===== src/rtl/bat_register_file.sv =====
// Eight-register file with a shared read/write bus, per-register increment and an
// output queue fed by reg 7. Define BAT_OUT_FIFO_EN for a 4-deep queue (default depth 1).
module bat_register_file #(
  parameter int DATA_W = 8
) (
  input  logic              CLK,
  input  logic              RST,
  input  logic [7:0]        REGS_INC,
  input  logic [7:0]        REGS_RW,
  input  logic [7:0]        REGS_EN,
  input  logic [DATA_W-1:0] BUS_IN,
  output logic [DATA_W-1:0] BUS_OUT,
  output logic              BUS_DRIVE,
  output logic [DATA_W-1:0] REG_A,
  output logic [DATA_W-1:0] REG_B,
  output logic [DATA_W-1:0] OUT_DATA,
  output logic              OUT_VALID,
  input  logic              OUT_READY,
  output logic              BUS_CONFLICT,
  output logic              OUT_OVERFLOW
);

  localparam int NREGS = 8;
`ifdef BAT_OUT_FIFO_EN
  localparam int DEPTH = 4;
`else
  localparam int DEPTH = 1;
`endif
  localparam int PTR_W = (DEPTH > 1) ? $clog2(DEPTH) : 1;
  localparam int CNT_W = $clog2(DEPTH + 1);

  function automatic logic [DATA_W-1:0] wrap_inc(input logic [DATA_W-1:0] v);
    return v + DATA_W'(1);
  endfunction

  function automatic logic [PTR_W-1:0] ptr_next(input logic [PTR_W-1:0] p);
    if (p == PTR_W'(DEPTH - 1)) return '0;
    return p + PTR_W'(1);
  endfunction

  logic [DATA_W-1:0] regs [NREGS];
  logic [NREGS-1:0]  rd_sel;
  logic [NREGS-1:0]  wr_sel;
  logic [NREGS-1:0]  inc_sel;
  logic              multi_rd;

  assign rd_sel   = REGS_EN & REGS_RW;
  assign wr_sel   = REGS_EN & ~REGS_RW;
  assign inc_sel  = REGS_INC & ~REGS_RW & ~REGS_EN;
  // Clearing the lowest set bit leaves something only if two or more readers exist.
  assign multi_rd = |(rd_sel & (rd_sel - NREGS'(1)));

  assign REG_A = regs[0];
  assign REG_B = regs[1];

  // Read path: lowest-index reader wins the bus.
  always_comb begin
    BUS_OUT   = '0;
    BUS_DRIVE = 1'b0;
    for (int i = NREGS - 1; i >= 0; i--) begin
      if (rd_sel[i]) begin
        BUS_OUT   = regs[i];
        BUS_DRIVE = 1'b1;
      end
    end
  end

  always_ff @(posedge CLK) begin
    if (!RST) begin
      for (int i = 0; i < NREGS; i++) regs[i] <= '0;
    end else begin
      for (int i = 0; i < NREGS; i++) begin
        if (wr_sel[i])       regs[i] <= BUS_IN;
        else if (inc_sel[i]) regs[i] <= wrap_inc(regs[i]);
      end
    end
  end

  // Output queue: every reg 7 update pushes its new value.
  logic [DATA_W-1:0] fifo_mem [DEPTH];
  logic [PTR_W-1:0]  rd_ptr;
  logic [PTR_W-1:0]  wr_ptr;
  logic [CNT_W-1:0]  count;
  logic [DATA_W-1:0] reg7_next;
  logic              push;
  logic              pop;
  logic              full;
  logic              push_ok;

  assign reg7_next = wr_sel[7] ? BUS_IN : wrap_inc(regs[7]);
  assign push      = wr_sel[7] | inc_sel[7];
  assign OUT_VALID = (count != '0);
  assign full      = (count == CNT_W'(DEPTH));
  assign pop       = OUT_VALID & OUT_READY;
  assign push_ok   = push & (~full | pop);
  assign OUT_DATA  = OUT_VALID ? fifo_mem[rd_ptr] : '0;

  always_ff @(posedge CLK) begin
    if (!RST) begin
      rd_ptr       <= '0;
      wr_ptr       <= '0;
      count        <= '0;
      BUS_CONFLICT <= 1'b0;
      OUT_OVERFLOW <= 1'b0;
    end else begin
      if (push_ok) wr_ptr <= ptr_next(wr_ptr);
      if (pop)     rd_ptr <= ptr_next(rd_ptr);
      if (push_ok && !pop)      count <= count + CNT_W'(1);
      else if (!push_ok && pop) count <= count - CNT_W'(1);
      if (push && !push_ok) OUT_OVERFLOW <= 1'b1;
      if (multi_rd)         BUS_CONFLICT <= 1'b1;
    end
  end

  // Queue storage carries data only; validity comes from count.
  always_ff @(posedge CLK) begin
    if (RST && push_ok) fifo_mem[wr_ptr] <= reg7_next;
  end

endmodule


===== config.mk =====
export PLATFORM = sky130hd
export DESIGN_NAME = bat_register_file
export DESIGN_NICKNAME = d
export VERILOG_FILES = /design/src/rtl/bat_register_file.sv
export SDC_FILE = /design/constraint.sdc
export NUM_CORES = 1
export LEC_CHECK = 0
export CAP_MARGIN = 15
export CORE_MARGIN = 1
export CORE_UTILIZATION = 50
export CTS_CLUSTER_SIZE = 24
export DETAILED_ROUTE_END_ITERATION = 10
export PLACE_DENSITY = 0.77
export SLEW_MARGIN = 20
export SYNTH_ARGS = -nofsm -noshare
export SYNTH_HDL_FRONTEND = slang
export SYNTH_SLANG_ARGS = --single-unit

===== constraint.sdc =====
create_clock -name CLK -period 2.3 [get_ports CLK]
set_clock_uncertainty 0.15 [all_clocks]
set_input_delay 0.575 -clock CLK [delete_from_list [all_inputs] [get_ports CLK]]
set_output_delay 0.575 -clock CLK [all_outputs]
set_load 0.01 [all_outputs]

==> summary.txt <==
Run status
  • Status: finished, violations left
  • Violated checks: negative setup slack

Setup path
  • R2R Path Start: regs[1][24]
  • Type of origin of the critical path: primary input
  • Kind of end point of the critical path: output port
  • Worst-path cell chain: buf_6 -> a222oi_1 -> buf_4 -> nand2_4 -> o22a_1 -> o221ai_2 -> buf_2
  • Classification of the worst setup path: primary input to output port
  • Master of the slowest instance on the critical path: a222oi_1
  • Data required time at the worst endpoint: 1.57 ns
  • Worst Path Arrival: 1.81 ns
  • Start point of the critical path: REGS_EN[0]
  • Slowest cell delay on critical path: 0.32 ns
  • Worst-path fanout max: 5

Yosys
  • Flop and latch count out of synthesis: 75
  • Post-synth net total: 611
  • Most frequently used flop master after synthesis: edfxtp_1
  • Synthesized instance count: 568
  • Count of synthesis-stage warnings from yosys: 0
  • Syn_area_per_cell: 9.045 sq um
  • Post-synth ARST share: 0%
  • Sequential element share of the synthesized area: roughly 43%
  • Synth Cell Area: approximately 5000 sq um
  • Synth unique cells: 43
  • EDFF count, synth: 72

Clock tree
  • Clock transition at the registers of the reported paths: 0.08 ns
  • Deepest level of the CTS H-tree: 3
  • Number of clock buffers inserted by TritonCTS: 9
  • CTS tree: done
  • Clock Latency Late Sink: 0.37 ns
  • Total number of clock tree sinks: between 70 and 80
  • Number of buffers on the longest clock path: 2
  • Cell at the root of the clock tree: clkbuf_8

Global routing
  • First-pass GRT wire length: 24.76 mm
  • Pin count of the biggest net entering global routing: 18
  • Number of global-route vias before repair: 4894
  • Global routing usage summed across all routing layers: 31.26%
  • Antenna violations before repair: 0
  • Sum of overflow across all layers after global routing: 0

STA
  • Worst hold margin: 0.3317 ns
  • Slew at the pin closest to its max-slew limit: 0.5913 ns
  • Rel. slew slack: 60.46%
  • Final-report setup violation count: 9
  • Final count of hold timing violations: 0
  • Post-route clock period utilization: 110.0%
  • Unrepaired setup endpoints after global routing: yes
  • Pins over their slew limit: 0
  • Setup ws final: -0.2308 ns
  • Maximum achievable frequency: 395.1 MHz
  • Summed negative setup slack over all endpoints: -1.776 ns
  • Final Critical Period: about 2.5 ns

Cells and area
  • Ant diodes: 0
  • Area growth from synthesis to layout: 36.43%
  • Share of layout cells above drive strength 1: between 20% and 30%
  • Area of the multi-input gates: about 2800 sq um
  • Most common cell after layout, fill and taps aside: buf_4
  • Filler cells: 730
  • Utilization after layout: roughly 71%
  • Non-filler cells, final: 852
  • Final layout net count: 757
  • Commonest non-fill, non-tap cells in the layout: buf_4 (110), edfxtp_1 (72), nand2_1 (62)
  • Reg area: 2223 sq um

Route
  • Via density: between 6 and 7
  • Wire length reported by the detailed router: 15.92 mm
  • Routed length per instance: 18.69 microns
  • Initial detailed-routing violation count: 372
  • DRC viols: 0
  • Post-DRT Antenna Nets: 0
  • Routed via count: slightly above 5000
  • Total iterations of the first detailed-routing run: 5

Placed design
  • Placed wire-length estimate after detailed placement: 11.32 mm
  • Placed cell count: 827
  • Count of buffers from port buffering: 70
  • Placer Congestion: 0.9719

Run
  • Max cap viols: 0

Floorplanning
  • Floorplan Core Area: 9864 sq um
  • Number of cell rows: 36
  • Overall die area: ~11000 sq um
  • Die outline height: between 100 and 150 microns
  • Effective utilization at floorplan: between 50% and 60%
  • I/O pin count: between 70 and 80
  • DIE WIDTH: 103.4 microns

Power
  • Peak supply drop: 0.0004918 V
  • Post-layout total power: ~4.0 mW
  • Power per Cell Area: between 500 and 600 nW/um^2
  • Leakage dissipation: 2.724 nW

Hold path
  • Start point of the worst min-delay path: OUT_OVERFLOW
  • Hold WC Path Type: flip-flop to flip-flop
-- flip-flops by register name, indices dropped and copies added (netlist names) --
signal,cells
fifo_mem,8
OUT_OVERFLOW,1
OUT_VALID,1
BUS_CONFLICT,1
regs,64
-- power breakdown --
part / total (mW) / internal (mW) / switching (mW)
logic: 0.927 / 0.458 / 0.469
registers: 1.72 / 1.62 / 0.102
clock network: 1.37 / 0.830 / 0.538
-- cells in the mapped netlist (2+ instances only) --
master,number,area (sq um)
nor3b_1,4,30.03
clkbuf_1,30,112.6
ha_1,8,100.1
o221ai_2,5,75.07
buf_4,16,120.1
and3_1,15,93.84
o211ai_1,7,52.55
nor2_1,53,198.9
xnor2_1,22,192.7
a32oi_1,16,140.1
nand3_1,32,160.2
a31oi_1,4,25.02
nand4_1,3,18.77
inv_1,7,26.28
o21ai_0,36,180.2
o21a_1,9,67.56
a22oi_1,24,180.2
mux2i_1,4,40.04
a21oi_1,29,145.1
dfxtp_1,3,60.06
a311oi_1,5,43.79
and2_1,17,106.4
nor3_1,13,65.06
nand2_1,66,247.7
o22a_1,5,43.79
xor2_1,17,148.9
nor2b_1,8,50.05
edfxtp_1,72,2162
a211o_1,2,17.52
buf_1,6,22.52
nand2b_1,11,68.82
o22ai_1,8,50.05
-- area by class of cell --
| cell class | instances | share of cell area, % |
|---|---|---|
| Sequential cell | 75 | 31.72 |
| Multi-Input combinational cell | 435 | 39.81 |
| Clock inverter | 7 | 1.981 |
| Inverter | 8 | 0.4284 |
| Tap cell | 133 | 2.374 |
| Timing Repair Buffer | 185 | 21.92 |
| Clock buffer | 9 | 1.767 |
-- repair_timing --
action                     4_1_cts  5_1_grt
cloned                           3        0
hold buffers                     0        0
setup endpoints to repair        9       18
setup buffers                    7        0
pin swaps                       21        7
resized for setup              134        6
-- final timing paths --
check	to	slack, ns	cells after the start
min reg2reg	OUT_OVERFLOW	0.33	2
max	BUS_OUT[4]	-0.23	7
max reg2reg	regs[1][30]	0.39	6
min	OUT_OVERFLOW	0.33	2
-- through the flow --
step	instance area (sq um)	worst slack (ns)
after floorplan	5159	-0.1753
after global placement	6578	-1.064
after detailed placement	6578	-1.097
after CTS	6985	-0.2498
after global routing	7009	-0.2765
final	7009	-0.2308
-- cells by family after synthesis --
family / share of synthesized area (%)
AO/OA/AOI/OAI: 20.38
AND/OR/NAND/NOR: 21.33
flip-flops: 43.25
buffers and inverters: 5.650
adder cells (fa/ha/maj): 1.948
XOR/XNOR: 6.649
multiplexers: 0.7794
-- critical path: cells and delay by family --
kind	cells	cell delay, ns
buf+inv	3	0.46
simple gates	1	0.07
compound gates	3	0.69
-- per-layer routing --
metal	track usage (%)	vias up	part of all wire [%]
met3	7.124	40	9.3
met5	0	-	0
met2	51.76	253	48
met4	13.76	0	2.9
li1	-	2383	-
met1	39.13	2460	40
(Power assumes the default switching activity.)
